$ cat src/rtl/decode_stage.sv
// Registered RV32I decode stage with ready/valid handshake on both sides.
// A per-register pending scoreboard stalls read-after-write hazards until writeback.
module decode_stage #(
  parameter  int XLEN    = 32,
  parameter  int NREGS   = 32,
  parameter  int ALUOP_W = 6,
  localparam int RW      = $clog2(NREGS)
) (
  input  logic               clk,
  input  logic               reset,
  input  logic               iValid,
  output logic               iReady,
  input  logic [31:0]        idata,
  input  logic [XLEN-1:0]    iPc,
  input  logic               flush,
  input  logic               wbEn,
  input  logic [RW-1:0]      wbRd,
  output logic               dValid,
  input  logic               dReady,
  output logic [XLEN-1:0]    dPc,
  output logic [XLEN-1:0]    imm,
  output logic [ALUOP_W-1:0] aluOp,
  output logic [2:0]         funct3,
  output logic [RW-1:0]      rs1,
  output logic [RW-1:0]      rs2,
  output logic [RW-1:0]      rd,
  output logic               branch,
  output logic               jump,
  output logic               dMEMToReg,
  output logic               memWrite,
  output logic               regOrImm,
  output logic               regWrite,
  output logic               illegal
);
  typedef enum logic [6:0] {
    OP_LUI   = 7'b0110111,
    OP_AUIPC = 7'b0010111,
    OP_JAL   = 7'b1101111,
    OP_JALR  = 7'b1100111,
    OP_BXX   = 7'b1100011,
    OP_LXX   = 7'b0000011,
    OP_SXX   = 7'b0100011,
    OP_IXX   = 7'b0010011,
    OP_RXX   = 7'b0110011
  } opcode_e;

  function automatic logic reg_oob(input logic [4:0] f);
    return 32'(f) >= 32'(NREGS);
  endfunction

  logic [31:0]        w_imm32;
  logic [ALUOP_W-1:0] w_alu;
  logic [2:0]         w_f3;
  logic               w_use_rs1, w_use_rs2, w_use_rd, w_known;
  logic               w_br, w_jmp, w_m2r, w_mw, w_roi;
  logic               w_illegal, w_regwrite, w_hazard, w_accept, w_hs_out;
  logic [RW-1:0]      w_rs1, w_rs2, w_rd;
  logic [NREGS-1:0]   w_pend, w_clr_wb, w_clr_fl, w_set, w_pend_nxt;

  logic [NREGS-1:1]   r_pend;
  logic               r_valid;
  logic [XLEN-1:0]    r_pc, r_imm;
  logic [ALUOP_W-1:0] r_alu;
  logic [2:0]         r_f3;
  logic [RW-1:0]      r_rs1, r_rs2, r_rd;
  logic               r_br, r_jmp, r_m2r, r_mw, r_roi, r_regwrite, r_illegal;

  assign w_f3 = idata[14:12];

  // Opcode decode: field usage, controls, aluOp and 32-bit immediate.
  always_comb begin
    w_imm32   = 32'h0000_0000;
    w_alu     = '0;
    w_use_rs1 = 1'b0;
    w_use_rs2 = 1'b0;
    w_use_rd  = 1'b0;
    w_known   = 1'b1;
    w_br      = 1'b0;
    w_jmp     = 1'b0;
    w_m2r     = 1'b0;
    w_mw      = 1'b0;
    w_roi     = 1'b0;
    case (idata[6:0])
      OP_LUI, OP_AUIPC: begin
        w_use_rd = 1'b1;
        w_roi    = 1'b1;
        w_imm32  = {idata[31:12], 12'h000};
      end
      OP_JAL: begin
        w_use_rd = 1'b1;
        w_jmp    = 1'b1;
        w_imm32  = {{12{idata[31]}}, idata[19:12], idata[20], idata[30:21], 1'b0};
      end
      OP_JALR: begin
        w_use_rs1 = 1'b1;
        w_use_rd  = 1'b1;
        w_jmp     = 1'b1;
        w_roi     = 1'b1;
        w_imm32   = {{20{idata[31]}}, idata[31:20]};
      end
      OP_BXX: begin
        w_use_rs1 = 1'b1;
        w_use_rs2 = 1'b1;
        w_br      = 1'b1;
        w_imm32   = {{20{idata[31]}}, idata[7], idata[30:25], idata[11:8], 1'b0};
        case (w_f3)
          3'd0, 3'd1: w_alu = ALUOP_W'(9);
          3'd4, 3'd5: w_alu = ALUOP_W'(2);
          3'd6, 3'd7: w_alu = ALUOP_W'(3);
          default:    w_alu = ALUOP_W'(15);
        endcase
      end
      OP_LXX: begin
        w_use_rs1 = 1'b1;
        w_use_rd  = 1'b1;
        w_m2r     = 1'b1;
        w_roi     = 1'b1;
        w_imm32   = {{20{idata[31]}}, idata[31:20]};
      end
      OP_SXX: begin
        w_use_rs1 = 1'b1;
        w_use_rs2 = 1'b1;
        w_mw      = 1'b1;
        w_roi     = 1'b1;
        w_imm32   = {{20{idata[31]}}, idata[31:25], idata[11:7]};
      end
      OP_IXX: begin
        w_use_rs1 = 1'b1;
        w_use_rd  = 1'b1;
        w_roi     = 1'b1;
        w_imm32   = {{20{idata[31]}}, idata[31:20]};
        w_alu     = (w_f3 == 3'd5 && idata[30]) ? ALUOP_W'(8) : ALUOP_W'(w_f3);
      end
      OP_RXX: begin
        w_use_rs1 = 1'b1;
        w_use_rs2 = 1'b1;
        w_use_rd  = 1'b1;
        if (idata[30] && w_f3 == 3'd0) begin
          w_alu = ALUOP_W'(9);
        end else if (idata[30] && w_f3 == 3'd5) begin
          w_alu = ALUOP_W'(8);
        end else begin
          w_alu = ALUOP_W'(w_f3);
        end
      end
      default: w_known = 1'b0;
    endcase
  end

  assign w_illegal  = ~w_known
                    | (w_use_rs1 & reg_oob(idata[19:15]))
                    | (w_use_rs2 & reg_oob(idata[24:20]))
                    | (w_use_rd  & reg_oob(idata[11:7]));
  assign w_regwrite = w_use_rd & ~w_illegal;
  assign w_rs1      = w_use_rs1 ? idata[15 +: RW] : '0;
  assign w_rs2      = w_use_rs2 ? idata[20 +: RW] : '0;
  assign w_rd       = w_use_rd  ? idata[7 +: RW]  : '0;

  // Out-of-range source fields are already trapped as illegal, so they never stall.
  assign w_pend   = {r_pend, 1'b0};
  assign w_hazard = (w_use_rs1 & ~reg_oob(idata[19:15]) & (w_rs1 != '0) & w_pend[w_rs1]
                     & ~(wbEn & (wbRd == w_rs1)))
                  | (w_use_rs2 & ~reg_oob(idata[24:20]) & (w_rs2 != '0) & w_pend[w_rs2]
                     & ~(wbEn & (wbRd == w_rs2)));

  assign iReady   = reset & ~flush & ~w_hazard & (~r_valid | dReady);
  assign w_accept = iValid & iReady;
  assign w_hs_out = r_valid & dReady;

  // Set is applied after both clears so a new writer keeps ownership; bit 0 is dropped.
  assign w_clr_wb   = wbEn ? (NREGS'(1) << wbRd) : '0;
  assign w_clr_fl   = (flush & r_valid & r_regwrite & ~w_hs_out) ? (NREGS'(1) << r_rd) : '0;
  assign w_set      = (w_accept & w_regwrite) ? (NREGS'(1) << w_rd) : '0;
  assign w_pend_nxt = (w_pend & ~w_clr_wb & ~w_clr_fl) | w_set;

  // Scoreboard and bundle-valid state.
  always_ff @(posedge clk or negedge reset) begin
    if (!reset) begin
      r_pend  <= '0;
      r_valid <= 1'b0;
    end else begin
      r_pend <= w_pend_nxt[NREGS-1:1];
      if (w_accept) begin
        r_valid <= 1'b1;
      end else if (flush | w_hs_out) begin
        r_valid <= 1'b0;
      end
    end
  end

  // Bundle registers: load on accept, otherwise hold.
  always_ff @(posedge clk or negedge reset) begin
    if (!reset) begin
      r_pc       <= '0;
      r_imm      <= '0;
      r_alu      <= '0;
      r_f3       <= 3'd0;
      r_rs1      <= '0;
      r_rs2      <= '0;
      r_rd       <= '0;
      r_br       <= 1'b0;
      r_jmp      <= 1'b0;
      r_m2r      <= 1'b0;
      r_mw       <= 1'b0;
      r_roi      <= 1'b0;
      r_regwrite <= 1'b0;
      r_illegal  <= 1'b0;
    end else if (w_accept) begin
      r_pc       <= iPc;
      r_imm      <= XLEN'(signed'(w_imm32));
      r_alu      <= w_illegal ? '0 : w_alu;
      r_f3       <= w_f3;
      r_rs1      <= w_rs1;
      r_rs2      <= w_rs2;
      r_rd       <= w_rd;
      r_br       <= w_br  & ~w_illegal;
      r_jmp      <= w_jmp & ~w_illegal;
      r_m2r      <= w_m2r & ~w_illegal;
      r_mw       <= w_mw  & ~w_illegal;
      r_roi      <= w_roi;
      r_regwrite <= w_regwrite;
      r_illegal  <= w_illegal;
    end
  end

  assign dValid    = r_valid;
  assign dPc       = r_pc;
  assign imm       = r_imm;
  assign aluOp     = r_alu;
  assign funct3    = r_f3;
  assign rs1       = r_rs1;
  assign rs2       = r_rs2;
  assign rd        = r_rd;
  assign branch    = r_br;
  assign jump      = r_jmp;
  assign dMEMToReg = r_m2r;
  assign memWrite  = r_mw;
  assign regOrImm  = r_roi;
  assign regWrite  = r_regwrite;
  assign illegal   = r_illegal;
endmodule

$ cat config.mk
export PLATFORM = sky130hd
export DESIGN_NAME = decode_stage
export DESIGN_NICKNAME = d
export VERILOG_FILES = /design/src/rtl/decode_stage.sv
export SDC_FILE = /design/constraint.sdc
export NUM_CORES = 1
export LEC_CHECK = 0
export BUFFER_PORTS_ARGS = -buffer_cell sky130_fd_sc_hd__buf_2
export CAP_MARGIN = 20
export CORE_MARGIN = 2
export CORE_UTILIZATION = 45
export CTS_CLUSTER_DIAMETER = 30
export CTS_CLUSTER_SIZE = 16
export DETAILED_ROUTE_END_ITERATION = 12
export HOLD_SLACK_MARGIN = 0.15
export PLACE_DENSITY_LB_ADDON = 0.3
export SLEW_MARGIN = 20
export SYNTH_ARGS = -nofsm -noshare
export SYNTH_HDL_FRONTEND = slang
export SYNTH_SLANG_ARGS = --single-unit
$ cat constraint.sdc
create_clock -name clk -period 4.6 [get_ports clk]
set_input_delay 0.92 -clock clk [delete_from_list [all_inputs] [get_ports clk]]
set_output_delay 0.92 -clock clk [all_outputs]
set_load 0.01 [all_outputs]
==> impl_metrics.ini <==
[status]
outcome = completed

[finish]
stdcell_area_mm2 = 0.00836
finish.utilization_pct = 55.4
num_antenna_cells = 0
fin_cells = 1003
layout-drive-gt1-share_pct = 34.4
area_growth_pct = 21.5
layout_common_cells = 168 x buf_2, 125 x dfrtp_1, 52 x mux2i_1
final_common_cell = buf_2
layout.nets = 877

[synthesis]
synth_top_area_share_pct = 45.5
syn_inst = 658
syn-cell-area_mm2 = 0.00688
async_reset_ff_share_pct = 100
synth_edf_count = 0
yosysTopAreaCell = dfrtp_1
ys_seq_area_share_pct = 45.5
ys_warn_count = 0
ys_ff_latch = 125
synth_area_leaders = dfrtp_1 45%, mux2i_1 7.6%, mux2_2 7.5%
yosysUniqueCellTypes = 62
syn_avg_cell_area_um2 = 10.5
synth_ff_type = dfrtp_1

[sta]
fin_tns_setup_ps = 0
grt_setup_unrepaired = no
hold_viol = 0
max_freq_ghz = 0.268
worst_pin_slew_ps = 917
fin_hold_ws_ps = 492
report.final.setup_viol = 0
maxSlewViolCount = 0
fin_crit_ps = 3730
clock_skew_ps = 6.14
layout_worst_path_cycle_share_pct = 81.2
relSlewSlack_pct = 38.9

[critical_path]
worstPathMaxFanout = 13
r2r_end = r_pend[30]
path_cells = buf_2 > mux4_2 > nor3b_1 > a41o_1 > a211oi_2 > a2bb2oi_4 > buf_2
crit_arrival_ps = 2810
rrSetupSlack_ps = 1760
r2r_start = r_pend[10]
worstSetupPathType = in -> out
startpoint_type = input pin
end_kind = output port
crit_top_cell = buf_2
crit_required_ps = 3680
critPathBufInv = 2
max_stage_delay_ps = 530
cp_top_family = compound AO/OA/AOI/OAI gates
critPathSlowestCell = mux4_2
r2r_cells = 8

[placement]
gp_congestion = 0.924
hpwl_um = 14200
port_buffers = 169
placedCellCount = 971
dpl_cell_area_mm2 = 0.00779

[drt]
wirelength_um = 19400
routed_via_density = 5.91
drt_first_iter_violations = 510
drc_errors = 0
wire_per_inst_um = 19.3
firstDrtPassIters = 5
ant_nets = 0
vias = 5929

[die]
io_pins = 172
die_width_um = 128
core_area_mm2 = 0.0151
die_h_um = 128
dieArea_mm2 = 0.0163
initial_utilization_pct = 45.6
row_count = 45

[clock_network]
cts.repair.resized = 0
clk_latency_ps = 420
root_buffer = clkbuf_16
htreeDepth = 4
post_cts_buffers = 0
cts_sinks = 125
cts_made_buffers = 17
clkTransAtPathRegs_ps = 60
cts_tree = built
postCtsHoldBufs = 0
clockBufferDepth = 2

[power]
leakage_nw = 3.98
p_per_area_mw_per_mm2 = 361
peakVddDrop_mv = 0.255

[run]
maxCapViolCount = 0

[min_path]
min-delay-start = aluOp[1]
hold_depth = 1
hp-class = reg -> reg
hold-path-endpoint = aluOp[1]

[global_routing]
grt_start_max_net_pins = 76
grt_use_total_pct = 24.3
antenna_found_initial = 0
grt_pass1_wl_um = 31000
grt_pass1_vias = 5843
overflow = 0
==> per-layer routing <==
metal / global-route usage (%) / part of all wire [%]
met4: 7.63 / 1.5
met1: 31.6 / 42
met2: 40.5 / 49
met3: 5.65 / 7.6
met5: 0 / 0
==> cell type report <==
class | count | area (um^2)
fill | 1336 | 6730
timing repair buffer | 179 | 936
sequential | 125 | 3130
clock buffer | 17 | 425
clock inverter | 15 | 139
multi-input combinational | 433 | 3320
inverter | 46 | 173
tap | 188 | 235
==> worst reg2reg max path, cell delays in order (launching register included) <==
cell and delay, ps:
dfrtp_1 430, mux4_2 470, nor3b_1 150, a41o_1 210, a211oi_2 320, a2bb2oi_4 230, nand2_4 240, buf_12 290
o41ai_2 390
==> worst max-delay path by stage <==
stage / start / to / slack (ps) / cells past startpoint
finish: idata[15] / iReady / 870 / 7
global route: idata[20] / iReady / 680 / 7
CTS: idata[20] / iReady / 860 / 7
detailed placement: idata[4] / dPc[19] / 800 / 9
global placement: idata[4] / dPc[14] / 900 / 9
floorplan: idata[2] / iReady / 1290 / 6
==> metrics by stage <==
step           total power, mW  setup slack (ps)
4_1_cts                   3.04               860
6_report                  3.01               866
3_3_place_gp              1.74               902
3_5_place_dp              1.76               801
5_1_grt                   3.14               685
2_1_floorplan             1.55              1290
==> flip-flops by register name (all words and copies together) (netlist names) <==
signal     flops
branch         1
rs1            5
r_pend        31
regOrImm       1
imm           32
funct3         3
dPc           32
dValid         1
rd             5
jump           1
dMEMToReg      1
rs2            5
regWrite       1
memWrite       1
illegal        1
aluOp          4
==> power by group <==
part | total [mW] | switching, mW | internal [mW]
registers | 1.25 | 0.0535 | 1.20
clock network | 1.27 | 0.521 | 0.750
logic | 0.493 | 0.279 | 0.214
==> synth_stat cells, drive strengths merged, types with 2 or more instances <==
cell and count:
o21ai 35, nor4bb 5, a32o 2, buf 27
dfrtp 125, nand3b 3, nor2 22, o221ai 31
nand3 25, clkbuf 28, or3 2, nor2b 13
mux2 53, a21o 2, or2 4, nand2b 9
o32ai 2, a22o 4, inv 46, nand2 46
mux2i 52, and3 2, nor3b 2, xnor2 6
nor3 8, o31ai 2, a211oi 4, a21oi 30
a2bb2oi 2, o41ai 5, a31oi 7, a211o 2
nand4b 5, and2 5, nand4 18, mux4 9
==> logic make-up (layout without fill, tap and decap cells) <==
kind of cell           Yosys count  count (layout)  synth area share (%)
AND/OR/NAND/NOR                172             172                  13.2
AO/OA/AOI/OAI                  139             139                  14.9
flip-flops                     125             125                  45.5
multiplexers                   114             114                  19.2
buffers and inverters          101             257                  6.40
XOR/XNOR                         6               6                 0.764
other                            1               2                0.0545
(Power assumes the default switching activity.)
